`src/rtl/muldiv_ctrl_pkg.sv`:
```
// Shared definitions for the RV32M multiply/divide sequencer: funct3 encodings,
// FSM states and divider constants.
package muldiv_ctrl_pkg;

  typedef enum logic [2:0] {
    OP_MUL    = 3'd0,
    OP_MULH   = 3'd1,
    OP_MULHSU = 3'd2,
    OP_MULHU  = 3'd3,
    OP_DIV    = 3'd4,
    OP_DIVU   = 3'd5,
    OP_REM    = 3'd6,
    OP_REMU   = 3'd7
  } muldiv_op_e;

  typedef enum logic [1:0] {
    ST_IDLE = 2'd0,
    ST_MUL  = 2'd1,
    ST_DIV  = 2'd2,
    ST_DONE = 2'd3
  } muldiv_state_e;

  localparam int unsigned DIV_ITER         = 32;
  localparam logic [31:0] DIV_OVF_DIVIDEND = 32'h8000_0000;

  function automatic logic op_is_signed_div(input muldiv_op_e op);
    return (op == OP_DIV) || (op == OP_REM);
  endfunction

endpackage

```
`src/rtl/muldiv_div_step.sv`:
```
// One restoring-division iteration: shift remainder:quotient left, trial
// subtract the divisor and keep the difference when it is non-negative.
module muldiv_div_step #(
  parameter int unsigned XLEN = 32
) (
  input  logic [XLEN-1:0] rem,
  input  logic [XLEN-1:0] quo,
  input  logic [XLEN-1:0] dvsr,
  output logic [XLEN-1:0] rem_next,
  output logic [XLEN-1:0] quo_next
);

  logic [XLEN:0] shifted_s;
  logic [XLEN:0] diff_s;

  // Trial subtraction; the top bit of the difference flags a negative result
  always_comb begin
    shifted_s = {rem, quo[XLEN-1]};
    diff_s    = shifted_s - {1'b0, dvsr};
    if (diff_s[XLEN]) begin
      rem_next = shifted_s[XLEN-1:0];
      quo_next = {quo[XLEN-2:0], 1'b0};
    end else begin
      rem_next = diff_s[XLEN-1:0];
      quo_next = {quo[XLEN-2:0], 1'b1};
    end
  end

endmodule

```
`src/rtl/muldiv_ctrl.sv`:
```
// EX-stage sequencer for the RV32M resource: fixed-latency multiplier plus a
// 32-iteration restoring divider, stalling the pipe until the result is ready.
module muldiv_ctrl
  import muldiv_ctrl_pkg::*;
#(
  parameter int unsigned XLEN        = 32,
  parameter int unsigned MUL_LATENCY = 2
) (
  input  logic            clk,
  input  logic            rst_b,
  input  logic            ex_muldiv_req,
  input  logic [2:0]      ex_muldiv_op,
  input  logic [XLEN-1:0] ex_rs1,
  input  logic [XLEN-1:0] ex_rs2,
  input  logic            ex_flush,
  input  logic            ex_stall,
  output logic            muldiv_stall_req,
  output logic            muldiv_done,
  output logic [XLEN-1:0] muldiv_result
);

  muldiv_state_e   state_r;
  muldiv_op_e      op_r;
  logic [4:0]      cnt_r;
  logic [XLEN-1:0] a_r, b_r;
  logic [XLEN-1:0] rem_r, quo_r, dvsr_r;
  logic            neg_q_r, neg_r_r;
  logic [XLEN-1:0] result_r;

  muldiv_op_e      acc_op_s;
  logic            acc_signed_s, acc_rem_s, div_zero_s, div_ovf_s;
  logic            neg_a_s, neg_b_s;
  logic [XLEN-1:0] abs_a_s, abs_b_s, special_res_s;
  logic            mul_a_sign_s, mul_b_sign_s;
  logic [2*XLEN-1:0] mul_prod_s;
  logic [XLEN-1:0] mul_res_s, div_res_s;
  logic [XLEN-1:0] rem_nx_s, quo_nx_s;

  // Decode of the incoming instruction: special divide cases and magnitudes
  always_comb begin
    acc_op_s     = muldiv_op_e'(ex_muldiv_op);
    acc_signed_s = op_is_signed_div(acc_op_s);
    acc_rem_s    = ex_muldiv_op[1];
    div_zero_s   = (ex_rs2 == {XLEN{1'b0}});
    div_ovf_s    = acc_signed_s && (ex_rs1 == DIV_OVF_DIVIDEND) && (ex_rs2 == {XLEN{1'b1}});
    neg_a_s      = acc_signed_s & ex_rs1[XLEN-1];
    neg_b_s      = acc_signed_s & ex_rs2[XLEN-1];
    abs_a_s      = neg_a_s ? -ex_rs1 : ex_rs1;
    abs_b_s      = neg_b_s ? -ex_rs2 : ex_rs2;
    if (div_zero_s) begin
      special_res_s = acc_rem_s ? ex_rs1 : {XLEN{1'b1}};
    end else if (div_ovf_s) begin
      special_res_s = acc_rem_s ? {XLEN{1'b0}} : DIV_OVF_DIVIDEND;
    end else begin
      special_res_s = {XLEN{1'b0}};
    end
  end

  muldiv_div_step #(.XLEN(XLEN)) u_div_step (
    .rem      (rem_r),
    .quo      (quo_r),
    .dvsr     (dvsr_r),
    .rem_next (rem_nx_s),
    .quo_next (quo_nx_s)
  );

  // Final-cycle results: extended-operand product and sign-corrected quotient/remainder
  always_comb begin
    mul_a_sign_s = (op_r != OP_MULHU) & a_r[XLEN-1];
    mul_b_sign_s = (op_r == OP_MULH) & b_r[XLEN-1];
    mul_prod_s   = {{XLEN{mul_a_sign_s}}, a_r} * {{XLEN{mul_b_sign_s}}, b_r};
    mul_res_s    = (op_r == OP_MUL) ? mul_prod_s[XLEN-1:0] : mul_prod_s[2*XLEN-1:XLEN];
    if ((op_r == OP_REM) || (op_r == OP_REMU)) begin
      div_res_s = neg_r_r ? -rem_nx_s : rem_nx_s;
    end else begin
      div_res_s = neg_q_r ? -quo_nx_s : quo_nx_s;
    end
  end

  // Sequencer FSM with registered result; flush discards any in-flight work
  always_ff @(posedge clk) begin
    if (!rst_b) begin
      state_r  <= ST_IDLE;
      op_r     <= OP_MUL;
      cnt_r    <= 5'd0;
      a_r      <= {XLEN{1'b0}};
      b_r      <= {XLEN{1'b0}};
      rem_r    <= {XLEN{1'b0}};
      quo_r    <= {XLEN{1'b0}};
      dvsr_r   <= {XLEN{1'b0}};
      neg_q_r  <= 1'b0;
      neg_r_r  <= 1'b0;
      result_r <= {XLEN{1'b0}};
    end else if (ex_flush) begin
      state_r <= ST_IDLE;
    end else begin
      case (state_r)
        ST_IDLE: begin
          if (ex_muldiv_req) begin
            op_r <= acc_op_s;
            a_r  <= ex_rs1;
            b_r  <= ex_rs2;
            if (!ex_muldiv_op[2]) begin
              state_r <= ST_MUL;
              cnt_r   <= 5'(MUL_LATENCY - 1);
            end else if (div_zero_s || div_ovf_s) begin
              state_r  <= ST_DONE;
              result_r <= special_res_s;
            end else begin
              state_r <= ST_DIV;
              cnt_r   <= 5'(DIV_ITER - 1);
              rem_r   <= {XLEN{1'b0}};
              quo_r   <= abs_a_s;
              dvsr_r  <= abs_b_s;
              neg_q_r <= neg_a_s ^ neg_b_s;
              neg_r_r <= neg_a_s;
            end
          end
        end
        ST_MUL: begin
          if (cnt_r == 5'd0) begin
            state_r  <= ST_DONE;
            result_r <= mul_res_s;
          end else begin
            cnt_r <= cnt_r - 5'd1;
          end
        end
        ST_DIV: begin
          rem_r <= rem_nx_s;
          quo_r <= quo_nx_s;
          if (cnt_r == 5'd0) begin
            state_r  <= ST_DONE;
            result_r <= div_res_s;
          end else begin
            cnt_r <= cnt_r - 5'd1;
          end
        end
        ST_DONE: begin
          if (!ex_stall) begin
            state_r <= ST_IDLE;
          end
        end
        default: state_r <= ST_IDLE;
      endcase
    end
  end

  assign muldiv_stall_req = ex_muldiv_req & (state_r != ST_DONE) & ~ex_flush;
  assign muldiv_done      = (state_r == ST_DONE);
  assign muldiv_result    = result_r;

endmodule

```
`config.mk`:
```
export PLATFORM = sky130hd
export DESIGN_NAME = muldiv_ctrl
export DESIGN_NICKNAME = d
export VERILOG_FILES = /design/src/rtl/muldiv_ctrl_pkg.sv /design/src/rtl/muldiv_div_step.sv /design/src/rtl/muldiv_ctrl.sv
export SDC_FILE = /design/constraint.sdc
export NUM_CORES = 2
export LEC_CHECK = 0
export ABC_AREA = 1
export ABC_CLOCK_PERIOD_IN_PS = 12300
export CAP_MARGIN = 20
export CORE_MARGIN = 5
export CORE_UTILIZATION = 69
export DETAILED_ROUTE_END_ITERATION = 12
export GPL_ROUTABILITY_DRIVEN = 0
export GPL_TIMING_DRIVEN = 1
export PLACE_DENSITY = 0.88
export SLEW_MARGIN = 10
export SYNTH_ARGS = -nofsm -noshare
export SYNTH_HDL_FRONTEND = slang
export SYNTH_HIERARCHICAL = 1
export SYNTH_SLANG_ARGS = --single-unit
```
`constraint.sdc`:
```
create_clock -name clk -period 12.3 [get_ports clk]
set_input_delay 2.46 -clock clk [delete_from_list [all_inputs] [get_ports clk]]
set_output_delay 2.46 -clock clk [all_outputs]
set_load 0.02 [all_outputs]
```
==> impl_results.md <==
* Wire per inst at 19.93 µm
* Core area at 0.08029 mm²
* Setup Skew at 0.02653 ns
* Nets at 9,003
* Area of the multi-input gates at 0.04249 mm²
* Layout overhead on the synthesized area at 3.685%
* Setup violators final at 0
* Final worst-path cycle share at 0.7025
* CP max FO at 29
* Post-synthesis mux area share at 0
* GR Overflow Total at 0
* Required time at the worst-slack endpoint at 12.71 ns
* Crit end category: flip-flop
* Initial Utilization at 0.6936
* Setup slack at placement at 3.807 ns
* Vias in the first global route at 52.88k
* FILL cells at 6,006
* Minimum clock period at 8.640 ns
* Hold WS at 0.4795 ns
* Synth Area in XOR/XNOR at 0.01007
* Final HPWL DP at 137,800 µm
* Max-cap violations at 0
* Adder-Cell Fraction of Synth Area at 0.4623
* Final hold violation count at 0
* Pleak at 29.60 nW
* CP Data Arrival Time at 9.05 ns
* Synth Register Bits at 204
* Post-synthesis compound-gate area fraction at 0.07810
* WL met3 at 23,890 µm
* Async S/R FF share, synth at 0
* CP Class: reg2reg
* PnR worst setup slack at 3.660 ns
* # hold bufs at CTS at 0
* Outcome: finished with violations
* Setup TNS at 0 ns
* Sequential share of the synthesized area at 0.07334
* Die W at 294.1 µm
* Top post-synthesis cells by area: fa_1 40%, nand2_1 14%, inv_1 13%
* Most frequent CP cell: fa_1
* Initial DRC count at 6,622
* Startpoint types: flip-flop
* Global Route Usage Sum at 0.3988
* Slowest stage cell, crit path: fa_1
* Setup Buffers After CTS at 0
* First-pass GRT wire length at 274,400 µm
* Row count at 104
* Slew Limit Fails at 0
* Total chip power at 5.413 mW
* Gate Count Post-Synth at 7,753
* Die H at 294.1 µm
* Port Buffers at 105
* Sink Count at 204
* Yosys top cell area share at 0.4048
* EDFF count, synth at 0
* HP Class: reg2reg
* Pwr dens at 93.75 mW/mm²
* DR top layer: met5
* CTS Buf Count at 24
* Register area at 0.004090 mm²
* Main flop type after synthesis: dfxtp_1
* Final std cells w/o fill at 8,633
* CTS Buffer Depth at 3
* Yosys Warn Count at 6
* Boundary Pins at 106
* Die Footprint at 0.08649 mm²
* Worst-Margin Slew at 1.021 ns
* Commonest cells in the netlist: 2,011 x nand2_1, 1,945 x inv_1, 1,126 x fa_1
* Avg Inst Size Synth at 7.183 µm²
* Failing checks: DRC
* Post-synth top area cell: fa_1
* DP Area at 0.05685 mm²
* Via count at 51.58k
* CP max stage delay at 0.87 ns
* Utilization after layout at 0.7192
* CTS tree: built
* Root Driver: clkbuf_16
* Post-CTS sizing at 0
* Synth Cell Area at 0.05569 mm²
* RSZ-0062 raised after global routing: false
* Worst-path clk slew at 0.06 ns
* DRT Wirelength at 172,000 µm
* Routed Antenna Nets at 0
* Placed cell count at 8,581
* Worst slew margin at 0.3183
* Largest family of logic cells by synthesized area: adder cells
* First-pass iteration count of the detailed router at 13
* Netlist cell types at 58
* Met2 WL at 75,650 µm
* Vias/cell at 5.974
* Simple-gate share of the synthesized area at 0.2122
* Fmax at 115.7 MHz
* Initial antenna violation count at 6
* H-tree depth at 1
* DRT met1 WL at 58,770 µm
* Worst VDD drop at 122.4 µV
* Top-count cell post-synth: nand2_1
* Layout cells sized above 1 at 0.02603
* Clk Latency, worst-skew pair at 0.57 ns
* DR DRC count at 1
* Synthesized Nets at 9,207
* Largest net degree at the start of global routing at 83
* Final instance area at 0.05774 mm²
-- cell type report --
| cell class | instances | share of cell area |
|---|---|---|
| Antenna cell | 6 | 0.0002600 |
| Clock inverter | 16 | 0.003619 |
| Inverter | 1957 | 0.1272 |
| Timing Repair Buffer | 181 | 0.02839 |
| Clock buffer | 28 | 0.01083 |
| Sequential cell | 204 | 0.07084 |
| Multi-Input combinational cell | 5181 | 0.7359 |
| Tap cell | 1060 | 0.02297 |
-- critical path: cells and delay by family, from the launching register on --
family	cells	cell delay [ns]
AOI/OAI and AO/OA	1	0.05
adders and majority gates	9	5.06
and+or+nand+nor	12	1.79
buffers and inverters	8	1.22
DFF	1	0.37
-- per-layer routing --
metal	track usage	vias up
li1	-	22160
met1	0.5092	24370
met2	0.6218	3955
met3	0.1044	1084
met4	0.2285	2
met5	0	-
-- registers in the layout (all words and copies together) (netlist names) --
register / flops
state_r: 2
quo_r: 32
neg_q_r: 1
cnt_r: 5
b_r: 32
neg_r_r: 1
a_r: 32
op_r: 3
rem_r: 32
muldiv_result: 32
dvsr_r: 32
-- power by group --
group	leakage (nW)	switching [mW]	internal (mW)	total (mW)
logic	27.5	2.58	1.29	3.87
clock network	0.399	0.326	0.452	0.778
registers	1.67	0.0602	0.703	0.763
-- placed cells by master (no fill, tap or decap), types with 5 or more instances in the layout --
| cell type | count |
|---|---|
| or2_2 | 13 |
| nand2_1 | 2011 |
| dfxtp_1 | 199 |
| nand3_1 | 246 |
| xor2_1 | 53 |
| nand2_4 | 7 |
| a22oi_1 | 31 |
| inv_1 | 1945 |
| fa_1 | 1125 |
| nand3b_1 | 13 |
| a31oi_1 | 7 |
| o21ai_0 | 337 |
| o31ai_1 | 10 |
| a21o_1 | 10 |
| nor2_2 | 5 |
| clkdlybuf4s50_1 | 104 |
| a21oi_1 | 343 |
| nand4_1 | 44 |
| nor2_1 | 483 |
| clkbuf_16 | 24 |
| o21ai_1 | 6 |
| ha_1 | 256 |
| buf_4 | 75 |
| nand2_2 | 22 |
| nor3_1 | 57 |
| o211ai_1 | 9 |
| diode_2 | 6 |
| xnor2_1 | 11 |
| o21bai_1 | 37 |
| dfxtp_2 | 5 |
| inv_2 | 8 |
| nor4_1 | 8 |
| clkinv_2 | 5 |
-- cells by family (layout without fill, tap and decap cells) --
| group | Yosys count | after routing |
|---|---|---|
| AND/OR/NAND/NOR | 2930 | 2930 |
| buffers and inverters | 2368 | 2182 |
| adder cells (fa/ha/maj) | 1382 | 1382 |
| AO/OA/AOI/OAI | 805 | 805 |
| flip-flops | 204 | 204 |
| XOR/XNOR | 64 | 64 |
| other | 0 | 6 |
-- worst paths after layout --
check                                       from                              to  slack, ns  depth (start not counted)
setup / recovery            op_r[1]$_SDFFE_PN0P_  muldiv_result[22]$_SDFFE_PN0P_       3.66                         30
hold / removal    muldiv_result[28]$_SDFFE_PN0P_  muldiv_result[28]$_SDFFE_PN0P_       0.48                          2
hold reg to reg   muldiv_result[28]$_SDFFE_PN0P_  muldiv_result[28]$_SDFFE_PN0P_       0.48                          2
setup reg to reg            op_r[1]$_SDFFE_PN0P_  muldiv_result[22]$_SDFFE_PN0P_       3.66                         30
Power figures use the tool's default switching activity.
